--- src/rtl/master_req_ctrl_if.sv ---
// CPU command, bus request and completion signals of master_req_ctrl.
// rsp_err exists only when MREQ_TIMEOUT_EN is defined.
interface master_req_ctrl_if #(
    parameter int AW = 32,
    parameter int DW = 32
);
    logic          cmd_valid;
    logic          cmd_ready;
    logic          cmd_wr;
    logic [AW-1:0] cmd_addr;
    logic [DW-1:0] cmd_wdata;
    logic          req;
    logic          cmd;
    logic [AW-1:0] addr;
    logic [DW-1:0] wdata;
    logic          sfor;
    logic [1:0]    req_stat;
    logic          ack;
    logic          resp;
    logic [DW-1:0] rdata;
    logic          rsp_valid;
    logic [DW-1:0] rsp_rdata;
`ifdef MREQ_TIMEOUT_EN
    logic          rsp_err;
`endif

    modport master (
        input  cmd_valid, cmd_wr, cmd_addr, cmd_wdata, ack, resp, rdata,
        output cmd_ready, req, cmd, addr, wdata, sfor, req_stat, rsp_valid, rsp_rdata
`ifdef MREQ_TIMEOUT_EN
        , rsp_err
`endif
    );

    modport slave (
        output cmd_valid, cmd_wr, cmd_addr, cmd_wdata, ack, resp, rdata,
        input  cmd_ready, req, cmd, addr, wdata, sfor, req_stat, rsp_valid, rsp_rdata
`ifdef MREQ_TIMEOUT_EN
        , rsp_err
`endif
    );
endinterface

--- src/rtl/master_req_ctrl.sv ---
// Master-side request controller: command FIFO feeding one outstanding req/ack/resp transaction.
// Optional ack-wait timeout is enabled by defining MREQ_TIMEOUT_EN.
module master_req_ctrl #(
    parameter int DEPTH   = 4,
    parameter int AW      = 32,
    parameter int DW      = 32,
    parameter int TIMEOUT = 255
) (
    input  logic              clk,
    input  logic              rst_n,
    master_req_ctrl_if.master bus
);
    localparam int PW = $clog2(DEPTH);
    localparam int CW = PW + 1;

    if (DEPTH < 2 || DEPTH > 16 || (DEPTH & (DEPTH - 1)) != 0 || TIMEOUT < 1 || TIMEOUT > 255)
    begin : g_bad_cfg
        $error("master_req_ctrl: DEPTH must be a power of two in 2..16, TIMEOUT in 1..255");
    end

    typedef enum logic [1:0] {
        S_NO_REQ = 2'd0,
        S_WAIT   = 2'd1,
        S_W_ACK  = 2'd2,
        S_W_DATA = 2'd3
    } state_t;

    state_t        r_state, w_nxt;
    logic          r_fifo_wr    [DEPTH];
    logic [AW-1:0] r_fifo_addr  [DEPTH];
    logic [DW-1:0] r_fifo_wdata [DEPTH];
    logic [PW-1:0] r_wptr, r_rptr;
    logic [CW-1:0] r_cnt;
    logic          w_push, w_pop, w_done, w_to;
    logic          r_req, r_cmd, r_rsp_valid;
    logic [AW-1:0] r_addr;
    logic [DW-1:0] r_wdata, r_rsp_rdata;

    assign bus.cmd_ready = (r_cnt != CW'(DEPTH));
    assign w_push        = bus.cmd_valid & bus.cmd_ready;

    // Storage needs no reset: entries are only read once the count says they were written.
    always_ff @(posedge clk) begin
        if (w_push) begin
            r_fifo_wr[r_wptr]    <= bus.cmd_wr;
            r_fifo_addr[r_wptr]  <= bus.cmd_addr;
            r_fifo_wdata[r_wptr] <= bus.cmd_wdata;
        end
    end

    always_ff @(posedge clk or negedge rst_n) begin
        if (!rst_n) begin
            r_wptr <= '0;
            r_rptr <= '0;
            r_cnt  <= '0;
        end else begin
            if (w_push) r_wptr <= r_wptr + PW'(1);
            if (w_pop)  r_rptr <= r_rptr + PW'(1);
            case ({w_push, w_pop})
                2'b10:   r_cnt <= r_cnt + CW'(1);
                2'b01:   r_cnt <= r_cnt - CW'(1);
                default: r_cnt <= r_cnt;
            endcase
        end
    end

`ifdef MREQ_TIMEOUT_EN
    logic [7:0] r_to_cnt;
    logic       r_rsp_err;

    always_ff @(posedge clk or negedge rst_n) begin
        if (!rst_n)                                   r_to_cnt <= '0;
        else if (r_state != S_W_ACK)                  r_to_cnt <= '0;
        else if (!bus.ack)                            r_to_cnt <= r_to_cnt + 8'd1;
    end
`endif

    always_comb begin
        w_nxt  = r_state;
        w_pop  = 1'b0;
        w_done = 1'b0;
        w_to   = 1'b0;
        case (r_state)
            S_NO_REQ: if (r_cnt != '0) begin
                w_pop = 1'b1;
                w_nxt = S_WAIT;
            end
            S_WAIT:   w_nxt = S_W_ACK;
            S_W_ACK: begin
                if (bus.ack) begin
                    if (r_cmd) begin
                        w_done = 1'b1;
                        w_nxt  = S_NO_REQ;
                    end else begin
                        w_nxt  = S_W_DATA;
                    end
                end
`ifdef MREQ_TIMEOUT_EN
                // Counter holds the number of ack-less cycles already spent, so this is the last one.
                else if (r_to_cnt == 8'(TIMEOUT - 1)) begin
                    w_to  = 1'b1;
                    w_nxt = S_NO_REQ;
                end
`endif
            end
            S_W_DATA: if (bus.resp) begin
                w_done = 1'b1;
                w_nxt  = S_NO_REQ;
            end
            default:  w_nxt = S_NO_REQ;
        endcase
    end

    always_ff @(posedge clk or negedge rst_n) begin
        if (!rst_n) r_state <= S_NO_REQ;
        else        r_state <= w_nxt;
    end

    always_ff @(posedge clk or negedge rst_n) begin
        if (!rst_n) begin
            r_req       <= 1'b0;
            r_cmd       <= 1'b0;
            r_addr      <= '0;
            r_wdata     <= '0;
            r_rsp_valid <= 1'b0;
            r_rsp_rdata <= '0;
        end else begin
            r_req       <= (w_nxt == S_W_ACK);
            r_rsp_valid <= w_done | w_to;
            if (w_pop) begin
                r_cmd   <= r_fifo_wr[r_rptr];
                r_addr  <= r_fifo_addr[r_rptr];
                r_wdata <= r_fifo_wdata[r_rptr];
            end
            if (w_done | w_to)
                r_rsp_rdata <= (r_state == S_W_DATA) ? bus.rdata : '0;
        end
    end

`ifdef MREQ_TIMEOUT_EN
    always_ff @(posedge clk or negedge rst_n) begin
        if (!rst_n) r_rsp_err <= 1'b0;
        else        r_rsp_err <= w_to;
    end
    assign bus.rsp_err = r_rsp_err;
`endif

    assign bus.req       = r_req;
    assign bus.cmd       = r_cmd;
    assign bus.addr      = r_addr;
    assign bus.wdata     = r_wdata;
    assign bus.sfor      = r_addr[AW-1];
    assign bus.req_stat  = r_state;
    assign bus.rsp_valid = r_rsp_valid;
    assign bus.rsp_rdata = r_rsp_rdata;
endmodule

--- src/flat_wrapper.sv ---
// flat-port wrapper written by rule: the top's interface ports become plain ports
module master_req_ctrl_flat 
#(
    parameter int DEPTH   = 4,
    parameter int AW      = 32,
    parameter int DW      = 32,
    parameter int TIMEOUT = 255
)
  (clk, rst_n, bus_cmd_valid, bus_cmd_wr, bus_cmd_addr, bus_cmd_wdata, bus_ack, bus_resp, bus_rdata, bus_cmd_ready, bus_req, bus_cmd, bus_addr, bus_wdata, bus_sfor, bus_req_stat, bus_rsp_valid, bus_rsp_rdata);
  master_req_ctrl_if #(.AW(AW), .DW(DW)) bus_i ();
  input  logic clk;
  input  logic rst_n;
  input wire logic [$bits(bus_i.cmd_valid)-1:0] bus_cmd_valid;
  input wire logic [$bits(bus_i.cmd_wr)-1:0] bus_cmd_wr;
  input wire logic [$bits(bus_i.cmd_addr)-1:0] bus_cmd_addr;
  input wire logic [$bits(bus_i.cmd_wdata)-1:0] bus_cmd_wdata;
  input wire logic [$bits(bus_i.ack)-1:0] bus_ack;
  input wire logic [$bits(bus_i.resp)-1:0] bus_resp;
  input wire logic [$bits(bus_i.rdata)-1:0] bus_rdata;
  output wire logic [$bits(bus_i.cmd_ready)-1:0] bus_cmd_ready;
  output wire logic [$bits(bus_i.req)-1:0] bus_req;
  output wire logic [$bits(bus_i.cmd)-1:0] bus_cmd;
  output wire logic [$bits(bus_i.addr)-1:0] bus_addr;
  output wire logic [$bits(bus_i.wdata)-1:0] bus_wdata;
  output wire logic [$bits(bus_i.sfor)-1:0] bus_sfor;
  output wire logic [$bits(bus_i.req_stat)-1:0] bus_req_stat;
  output wire logic [$bits(bus_i.rsp_valid)-1:0] bus_rsp_valid;
  output wire logic [$bits(bus_i.rsp_rdata)-1:0] bus_rsp_rdata;
  assign bus_i.cmd_valid = bus_cmd_valid;
  assign bus_i.cmd_wr = bus_cmd_wr;
  assign bus_i.cmd_addr = bus_cmd_addr;
  assign bus_i.cmd_wdata = bus_cmd_wdata;
  assign bus_i.ack = bus_ack;
  assign bus_i.resp = bus_resp;
  assign bus_i.rdata = bus_rdata;
  assign bus_cmd_ready = bus_i.cmd_ready;
  assign bus_req = bus_i.req;
  assign bus_cmd = bus_i.cmd;
  assign bus_addr = bus_i.addr;
  assign bus_wdata = bus_i.wdata;
  assign bus_sfor = bus_i.sfor;
  assign bus_req_stat = bus_i.req_stat;
  assign bus_rsp_valid = bus_i.rsp_valid;
  assign bus_rsp_rdata = bus_i.rsp_rdata;
  master_req_ctrl #(.DEPTH(DEPTH), .AW(AW), .DW(DW), .TIMEOUT(TIMEOUT)) u_core (.clk(clk), .rst_n(rst_n), .bus(bus_i));
endmodule
--- config.mk ---
export PLATFORM = sky130hd
export DESIGN_NAME = master_req_ctrl_flat
export DESIGN_NICKNAME = d
export VERILOG_FILES = /design/src/rtl/master_req_ctrl_if.sv /design/src/rtl/master_req_ctrl.sv /design/src/flat_wrapper.sv
export SDC_FILE = /design/constraint.sdc
export NUM_CORES = 1
export LEC_CHECK = 0
export CAP_MARGIN = 20
export CORE_UTILIZATION = 45
export CTS_CLUSTER_SIZE = 30
export DETAILED_ROUTE_END_ITERATION = 10
export PLACE_DENSITY = 0.76
export SYNTH_ARGS = -nofsm -noshare
export SYNTH_HDL_FRONTEND = slang
export SYNTH_SLANG_ARGS = --single-unit
export TNS_END_PERCENT = 20
--- constraint.sdc ---
create_clock -name clk -period 4 [get_ports clk]
set_clock_uncertainty 0.2 [all_clocks]
set_input_delay 1 -clock clk [delete_from_list [all_inputs] [get_ports clk]]
set_output_delay 1 -clock clk [all_outputs]
set_load 0.05 [all_outputs]
Yosys cells after proc, flatten, opt, wreduce, memory -nomap -nowiden
Memories as Yosys holds them, arrays and structs flattened. A register that Yosys moved wholly into a read port is not among the register bits.
Index checks and enable logic that the tools add are counted.
{"block": "word_totals", "register_bits": 43, "mem_bits_rw": 260, "in_bits": 102, "output_inout_bits": 103, "wordCells": 43, "memories": 3}
{"memory": "u_core.r_fifo_addr", "depth": 4, "word_bits": 32, "rd": 1, "rd_clocked_by_memory_dff": 1, "wr": 1, "line": "master_req_ctrl.sv:30", "text": "logic [AW-1:0] r_fifo_addr [DEPTH];"}
{"memory": "u_core.r_fifo_wdata", "depth": 4, "word_bits": 32, "rd": 1, "rd_clocked_by_memory_dff": 1, "wr": 1, "line": "master_req_ctrl.sv:31", "text": "logic [DW-1:0] r_fifo_wdata [DEPTH];"}
{"memory": "u_core.r_fifo_wr", "depth": 4, "word_bits": 1, "rd": 1, "rd_clocked_by_memory_dff": 1, "wr": 1, "line": "master_req_ctrl.sv:29", "text": "logic r_fifo_wr [DEPTH];"}
{"block": "classes", "n_addsub": 4, "eq_ne": 7, "muxes": 15, "n_bitwise": 1, "n_reduce_logical": 6}
{"op": "2-to-1 mux 32 bit", "n": 1}
{"op": "== test 2 bit (second input constant)", "n": 4}
{"op": "2-to-1 mux 2 bit", "n": 4}
{"op": "case mux 2 bit (4 select lines)", "n": 1}
{"op": "2-to-1 mux 1 bit", "n": 7}
{"op": "case mux 3 bit (2 select lines)", "n": 1}
{"op": "adder 2 x 1 -> 2 bit (second input constant)", "n": 2}
{"op": "== test 2 x 1 -> 1 bit (second input constant)", "n": 2}
{"op": "adder 3 x 1 -> 3 bit (second input constant)", "n": 1}
{"op": "logical NOT 1 bit", "n": 3}
{"op": "inequality test 3 bit (second input constant)", "n": 1}
{"op": "nonzero test 3 bit", "n": 1}
{"op": "subtractor 3 x 1 -> 3 bit (second input constant)", "n": 1}
{"op": "logical NOT 2 bit", "n": 1}
{"op": "case mux 1 bit (2 select lines)", "n": 1}
{"op": "nonzero test 2 bit", "n": 1}
{"op": "AND 1 bit", "n": 1}

Depth between registers and ports, before layout
{"block": "logic_depth", "depth_word": 5, "mapped_depth": 11, "depth_no_buf": 8}

Worst setup path after synthesis
Ideal clock, no wire load.
{"block": "synth_timing", "kind": "input to register", "start": "in bus_cmd_valid", "end": "mem u_core.r_fifo_addr[0][0] (enable)", "setup_ps": 430, "t_arrival_ps": 2567, "required_time_ps": 3370, "setup_slack_ps": 803, "path_stages": 1, "path_buffers": 0, "cell_sequence": "and3_1"}
{"block": "synth_via", "elab_chain_len": 3}
{"item": "start, declared", "line": "flat_wrapper.sv:13", "text": "input wire logic [$bits(bus_i.cmd_valid)-1:0] bus_cmd_valid;"}
{"item": "AND 1 bit", "line": "master_req_ctrl.sv:40", "text": "assign w_push = bus.cmd_valid & bus.cmd_ready;"}
{"item": "2-to-1 mux 1 bit", "line": "master_req_ctrl.sv:44", "text": "if (w_push) begin"}
{"item": "2-to-1 mux 1 bit (not written as such)", "line": "master_req_ctrl.sv:46", "text": "r_fifo_addr[r_wptr] <= bus.cmd_addr;"}
{"item": "end, declared", "line": "master_req_ctrl.sv:30"}
No other way between the ends.

Worst setup path after layout
{"block": "layout_timing", "start": "reg u_core.r_cnt[1]", "end": "out bus_cmd_ready"}
{"block": "layout_via", "elab_chain_len": 1}
{"item": "start, declared", "line": "master_req_ctrl.sv:33", "text": "logic [CW-1:0] r_cnt;"}
{"item": "start signal, assigned", "line": "master_req_ctrl.sv:60", "text": "2'b10: r_cnt <= r_cnt + CW'(1);"}
{"item": "start signal, assigned", "line": "master_req_ctrl.sv:61", "text": "2'b01: r_cnt <= r_cnt - CW'(1);"}
{"item": "start signal, assigned", "line": "master_req_ctrl.sv:62", "text": "default: r_cnt <= r_cnt;"}
{"item": "inequality test 3 bit", "line": "master_req_ctrl.sv:39", "text": "assign bus.cmd_ready = (r_cnt != CW'(DEPTH));"}
{"item": "end, declared", "line": "flat_wrapper.sv:20", "text": "output wire logic [$bits(bus_i.cmd_ready)-1:0] bus_cmd_ready;"}
No other way between the ends.

==> impl_metrics.csv <==
group,metric,value,unit
run_status,status,"finished, final reports clean",
cts,cts_hold_buffers,0,
die,dieWidth,177,µm
synthesis,ys_warn_count,0,
synthesis,synthAdderAreaFrac,0.599,%
synthesis,ys_ff_latch,368,
routing,avgRoutedWirePerCell,20.6,µm
timing,finalMaxSlewViolations,0,
place,dp.cells,1244,
power_and_ir_drop,power.density,860,nW/µm²
synthesis,synth.net_count,781,
cts,htreeDepth,2,
cts,cts_sinks,368,
finish,instances_no_fill,1316,
place,dpl_worst_slack,0.824,ns
place,dpl.hpwl,16900,µm
synthesis,yosysSeqAreaShare,76.2,%
synthesis,synth_top_family_by_area,"multiplexers",
cts,clk_path_buf_depth,3,
synthesis,synthXorXnorAreaFrac,0.381,%
routing,ant_nets,0,
cts,clk_latency,0.51,ns
synthesis,synthCells,673,
cts,path_clk_slew,0.06,ns
cts,post_cts_resize_count,0,
timing,setup_tns,0,ns
hold_path,worstHoldPathType,"register to register",
setup_path,cp.required,2.80,ns
power_and_ir_drop,p_comb_share,38.3,%
power_and_ir_drop,p_total,15.1,mW
cts,cts_tree,"yes",
synthesis,syn-cell-area,13800,µm²
run,drv_cap,0,
routing,firstDrtPassIters,5,
timing,rsz0062_at_grt,"false",
global_routing,grt_max_degree,67,
power_and_ir_drop,pwr-share-seq,39.2,%
power_and_ir_drop,peakVddDrop,0.591,mV
global_routing,grt_antenna_before_repair,5,
routing,drc,0,
setup_path,critPathMaxFanout,6,
die,dieArea,31400,µm²
routing,first_iter_violations,406,
timing,slew_headroom,32.9,%
timing,fmax,296,MHz
timing,hold_viol,0,
place,gp_congestion,0.818,
synthesis,synthSimpleGateAreaFrac,2.19,%
setup_path,startpoint_type,"register",
power_and_ir_drop,swShare,35.6,%
die,std_cell_rows,63,
power_and_ir_drop,leakage,6.25,nW
cts,post-cts-setup-buffer-count,0,
die,num_io_pins,205,
power_and_ir_drop,clkPwrFrac,22.5,%
power_and_ir_drop,intPower,9.70,mW
global_routing,grt_usage,17.6,%
routing,wirelength,27100,µm
die,start_util,46.2,%
place,io_buffers,204,
cts,cts_root_buf,"clkbuf_16",
finish,final_layout_size_suffix_gt1_share,22.9,%
synthesis,ys_types,33,
global_routing,grt_overflow,0,
setup_path,critPathKind,"register to output pin",
timing,worst_slack,0.624,ns
finish,area_growth,27.0,%
synthesis,synth-compound-area-share,1.33,%
synthesis,synth_mux_area_share,16.6,%
setup_path,worstSetupEndpointType,"output pin",
die,die_h,177,µm
routing,vias_per_cell,5.31,
timing,finalSetupViolations,0,
timing,period_share,84.4,%
power_and_ir_drop,p_switching,5.37,mW
die,coreArea,29900,µm²
finish,nFillCells,2171,
timing,worst_slew_pin_slew,1.01,ns
routing,num_vias,6988,
synthesis,avgSynthCellArea,20.5,µm²
global_routing,grt_pass1_wl,41700,µm
finish,nets,1003,
timing,period_needed,3.38,ns
setup_path,crit_arrival,2.18,ns
global_routing,grt_pass1_vias,7263,
cts,numCtsBuffers,39,
## cell usage after synthesis
cell	count	share of area (%)
buf_1	6	0.16
nor2_1	2	0.054
mux2_4	17	1.8
o21ai_0	33	1.2
a31oi_1	1	0.045
a21boi_0	1	0.054
and3_1	4	0.18
nor2b_1	1	0.045
edfxtp_1	260	57
nand2_1	3	0.082
buf_4	1	0.054
buf_6	6	0.49
xnor2_1	5	0.32
dfrtp_1	108	20
nor3_1	1	0.036
mux4_2	65	11
nand3b_1	1	0.054
and2_1	1	0.045
ha_1	5	0.45
buf_12	1	0.15
buf_8	1	0.11
inv_1	36	0.98
fa_1	1	0.15
xor2_1	1	0.063
a21oi_1	1	0.036
or3_1	1	0.045
mux2_2	51	4.2
or3b_1	1	0.063
nand4_1	32	1.5
buf_2	12	0.44
clkbuf_1	12	0.33
or4b_1	1	0.073
nor3b_1	1	0.054
## path summary, 6_finish.rpt
path / end / slack [ns] / cells after the start / start
max in group asynchronous: u_core.bus.rsp_rdata[12] / 2.37 / 2 / rst_n
min in group asynchronous: u_core.bus.rsp_rdata[3] / 0.39 / 1 / rst_n
worst max register to register: u_core.r_cnt[2] / 1.39 / 8 / u_core.r_cnt[0]
worst min register to register: u_core.r_cnt[2] / 0.29 / 1 / u_core.r_cnt[2]
worst max-delay path: bus_cmd_ready / 0.62 / 2 / u_core.r_cnt[1]
worst min-delay path: u_core.r_cnt[2] / 0.29 / 1 / u_core.r_cnt[2]
## flip-flops by register name, summed over array words and instances (netlist names), 2 cells and up
signal                cells
u_core.r_fifo_addr      128
u_core.r_fifo_wdata     128
u_core.bus.addr          32
u_core.bus.rsp_rdata     32
u_core.bus.wdata         32
u_core.r_fifo_wr          4
u_core.r_cnt              3
u_core.bus.req_stat       2
u_core.r_rptr             2
u_core.r_wptr             2
## routing by layer
layer	wire, µm	GRT usage (%)	share of wire [%]	vias to the layer above
li1	-	-	-	3096
met1	11200	23.4	41	3594
met2	13100	28.5	49	255
met3	2320	5.28	8.6	39
met4	370	3.88	1.4	4
met5	27	0	0.10	-
## through the flow
stage          hold slack [ns]  cell area [µm²]  util, %
4_1_cts                  0.294            17500     58.6
3_3_place_gp             0.277            16300     54.6
6_report                 0.293            17500     58.7
2_1_floorplan            0.255            13800        -
5_1_grt                  0.310            17500     58.6
3_5_place_dp             0.285            16300     54.6
## power by group through the flow
stage / Sequential, mW / Combinational (mW) / Clock [mW]
6_report: 5.90 / 5.77 / 3.39
5_1_grt: 6.03 / 6.11 / 3.63
4_1_cts: 5.93 / 5.86 / 3.47
3_5_place_dp: 6.00 / 5.84 / 0
3_3_place_gp: 5.96 / 5.78 / 0
2_1_floorplan: 7.41 / 2.55 / 0
## cell families after synthesis
| logic type | count (synthesis) |
|---|---|
| flip-flops | 368 |
| multiplexers | 133 |
| buffers and inverters | 75 |
| AND/OR/NAND/NOR | 49 |
| AO/OA/AOI/OAI | 36 |
| XOR/XNOR | 6 |
| adder cells (fa/ha/maj) | 6 |
## placed cells by master, fill, tap and decap left out, types with 2 or more instances in the layout
master           Yosys  final
clkdlybuf4s50_1      0    203
ha_1                 5      5
mux4_2              65     65
mux2_2              51     51
bufinv_16            0      2
mux2_4              17     17
clkinv_1             0      8
edfxtp_1           260    260
clkbuf_8             0      4
inv_1               36     36
diode_2              0      2
buf_4                1     12
nor2_1               2      2
clkbuf_16            0     39
and3_4               0      4
buf_12               1      5
clkbuf_1            12      8
clkinvlp_4           0      3
nand2_1              3      3
nand4_1             32     32
clkinv_2             0      4
o21ai_0             33     33
xnor2_1              5      5
dfrtp_1            108    106
inv_6                0      2
dfrtp_4              0      2
## critical path, stage by stage, from the launching register on
cell and delay, ns:
dfrtp_1 0.41, or3b_1 0.50, clkdlybuf4s50_1 0.76
## area by class of cell
type                            count  area, µm²  share of cell area (%)
Sequential cell                   368      10500                    60.0
Multi-Input combinational cell    230       2940                    16.8
Timing Repair Buffer              220       2220                    12.7
Clock buffer                       51       1060                    6.06
Tap cell                          390        488                    2.78
Clock inverter                     19        150                   0.857
Inverter                           36        135                   0.771
Antenna cell                        2       5.00                  0.0286
(Power assumes the default switching activity.)
==> RTL change: new RTL, same flow settings <==
`DW` is set to 32 in 3 places; all go to 16.
--- a/src/rtl/master_req_ctrl_if.sv
+++ b/src/rtl/master_req_ctrl_if.sv
@@ -3,5 +3,5 @@
 interface master_req_ctrl_if #(
     parameter int AW = 32,
-    parameter int DW = 32
+    parameter int DW = 16
 );
     logic          cmd_valid;
--- a/src/rtl/master_req_ctrl.sv
+++ b/src/rtl/master_req_ctrl.sv
@@ -4,5 +4,5 @@
     parameter int DEPTH   = 4,
     parameter int AW      = 32,
-    parameter int DW      = 32,
+    parameter int DW      = 16,
     parameter int TIMEOUT = 255
 ) (
--- a/src/flat_wrapper.sv
+++ b/src/flat_wrapper.sv
@@ -4,5 +4,5 @@
     parameter int DEPTH   = 4,
     parameter int AW      = 32,
-    parameter int DW      = 32,
+    parameter int DW      = 16,
     parameter int TIMEOUT = 255
 )
Interface: changed (resized bus_cmd_wdata, bus_rdata, bus_rsp_rdata and bus_wdata); port bits go from 205 to 141. The function was not compared with the original's and may differ.
==> RTL change against the unedited design <==
Total power down 23%. Area after synthesis is 24% lower. Worst setup slack worse by 53 ps. Sequential cell count is 96 lower. Final area down 24%. Routed wire length is 29% lower. Via count decreased by 29%. Sequential share of layout area decreased by 1.4 points. Largest cell class unchanged.
==> RTL change: results (changes against the unedited design) <==
outcome: "finished clean"
grt_pass1_wl_mm: 30.1  # -28%
drt_iter0_drc: 297  # -27%
antenna_found_initial: 0  # -5
firstDrtPassIters: 4  # -1
drt-total-wl_mm: 19.3  # -29%
hold_path.class: "primary input to async pin"
globalplace.congestion: 0.715  # -13%
cellLeakagePower_uw: 0.00495  # -21%
ys_types: 32  # -3.0%
num_vias: 4996  # -29%
worst_pin_slew_ps: 920  # -87.5 ps
track_usage: 0.165  # -0.0106
io_buffers: 140  # -31%
synth-edff-count: 196  # -25%
synth_nets: 561  # -28%
synth-xor-area-share: 0.00500  # +0.00119
numCtsBuffers: 27  # -31%
synth.area.top_cells: "edfxtp_1, dfrtp_1, mux4_1"
cpPeakStageDelay_ps: 930  # +170 ps
post_dp_cell_area_sq_um: 12200  # -25%
dp_hpwl_mm: 12.1  # -29%
critPathMaxFanout: 24  # +18
synthTopCellsByCount: "edfxtp_1, dfrtp_1, mux2_4"
grt_pass1_vias: 5274  # -27%
synth_compound_area_frac: 0.00988  # -0.00345
antenna_cells: 0  # -2
synth_seq_area_share: 0.741  # -0.0209
nets: 712  # -29%
==> RTL change: changes by cell type after synthesis, sizes merged <==
| cell | delta |
|---|---|
| mux4 | -16 |
| edfxtp | -64 |
| buf | -11 |
| dfrtp | -32 |
| inv | -16 |
| mux2 | -16 |
| clkbuf | -1 |
| nand4 | -16 |
| o21ai | -16 |
==> RTL change: metrics by stage <==
step	cells	util	power [uW]	worst slack, ps
2_1_floorplan	485	-	7490	1180
3_3_place_gp	919	0.537	8650	872
3_5_place_dp	920	0.537	8780	702
4_1_cts	969	0.583	11700	547
5_1_grt	969	0.583	12000	461
6_report	969	0.583	11600	572
==> RTL change: final cells by class <==
class                   instances  share of cell area
clock inverters                20              0.0260
repair buffers                149               0.115
multi-input cells             166               0.185
flip-flops and latches        272               0.587
clock buffers                  29              0.0522
well taps                     313              0.0295
inverters                      20             0.00565
==> RTL change: power by group <==
part,switching (uW),leakage (uW),internal (uW),total (uW)
registers,513,0.00270,3870,4390
clock network,1030,0.000496,1840,2870
logic,2360,0.00174,1930,4300
total,3910,0.00495,7650,11600
==> RTL change: final timing paths <==
kind,from,to,slack [ps],depth (start not counted)
min in group clk,u_core.r_cnt[2],u_core.r_cnt[2],300,1
worst max register to register,u_core.bus.req_stat[1],u_core.r_cnt[2],1160,7
worst min register to register,u_core.r_cnt[2],u_core.r_cnt[2],300,1
worst max-delay path,u_core.bus.req_stat[1],bus_req_stat[1],570,1
max in group asynchronous,rst_n,u_core.bus.rsp_rdata[10],2570,2
worst min-delay path,rst_n,u_core.bus.addr[19],290,1
==> RTL change: metal layers <==
layer  track usage  share of wire
met3        0.0266          0.035
met1         0.213           0.42
met5             0              0
met2         0.295           0.52
met4        0.0387          0.020
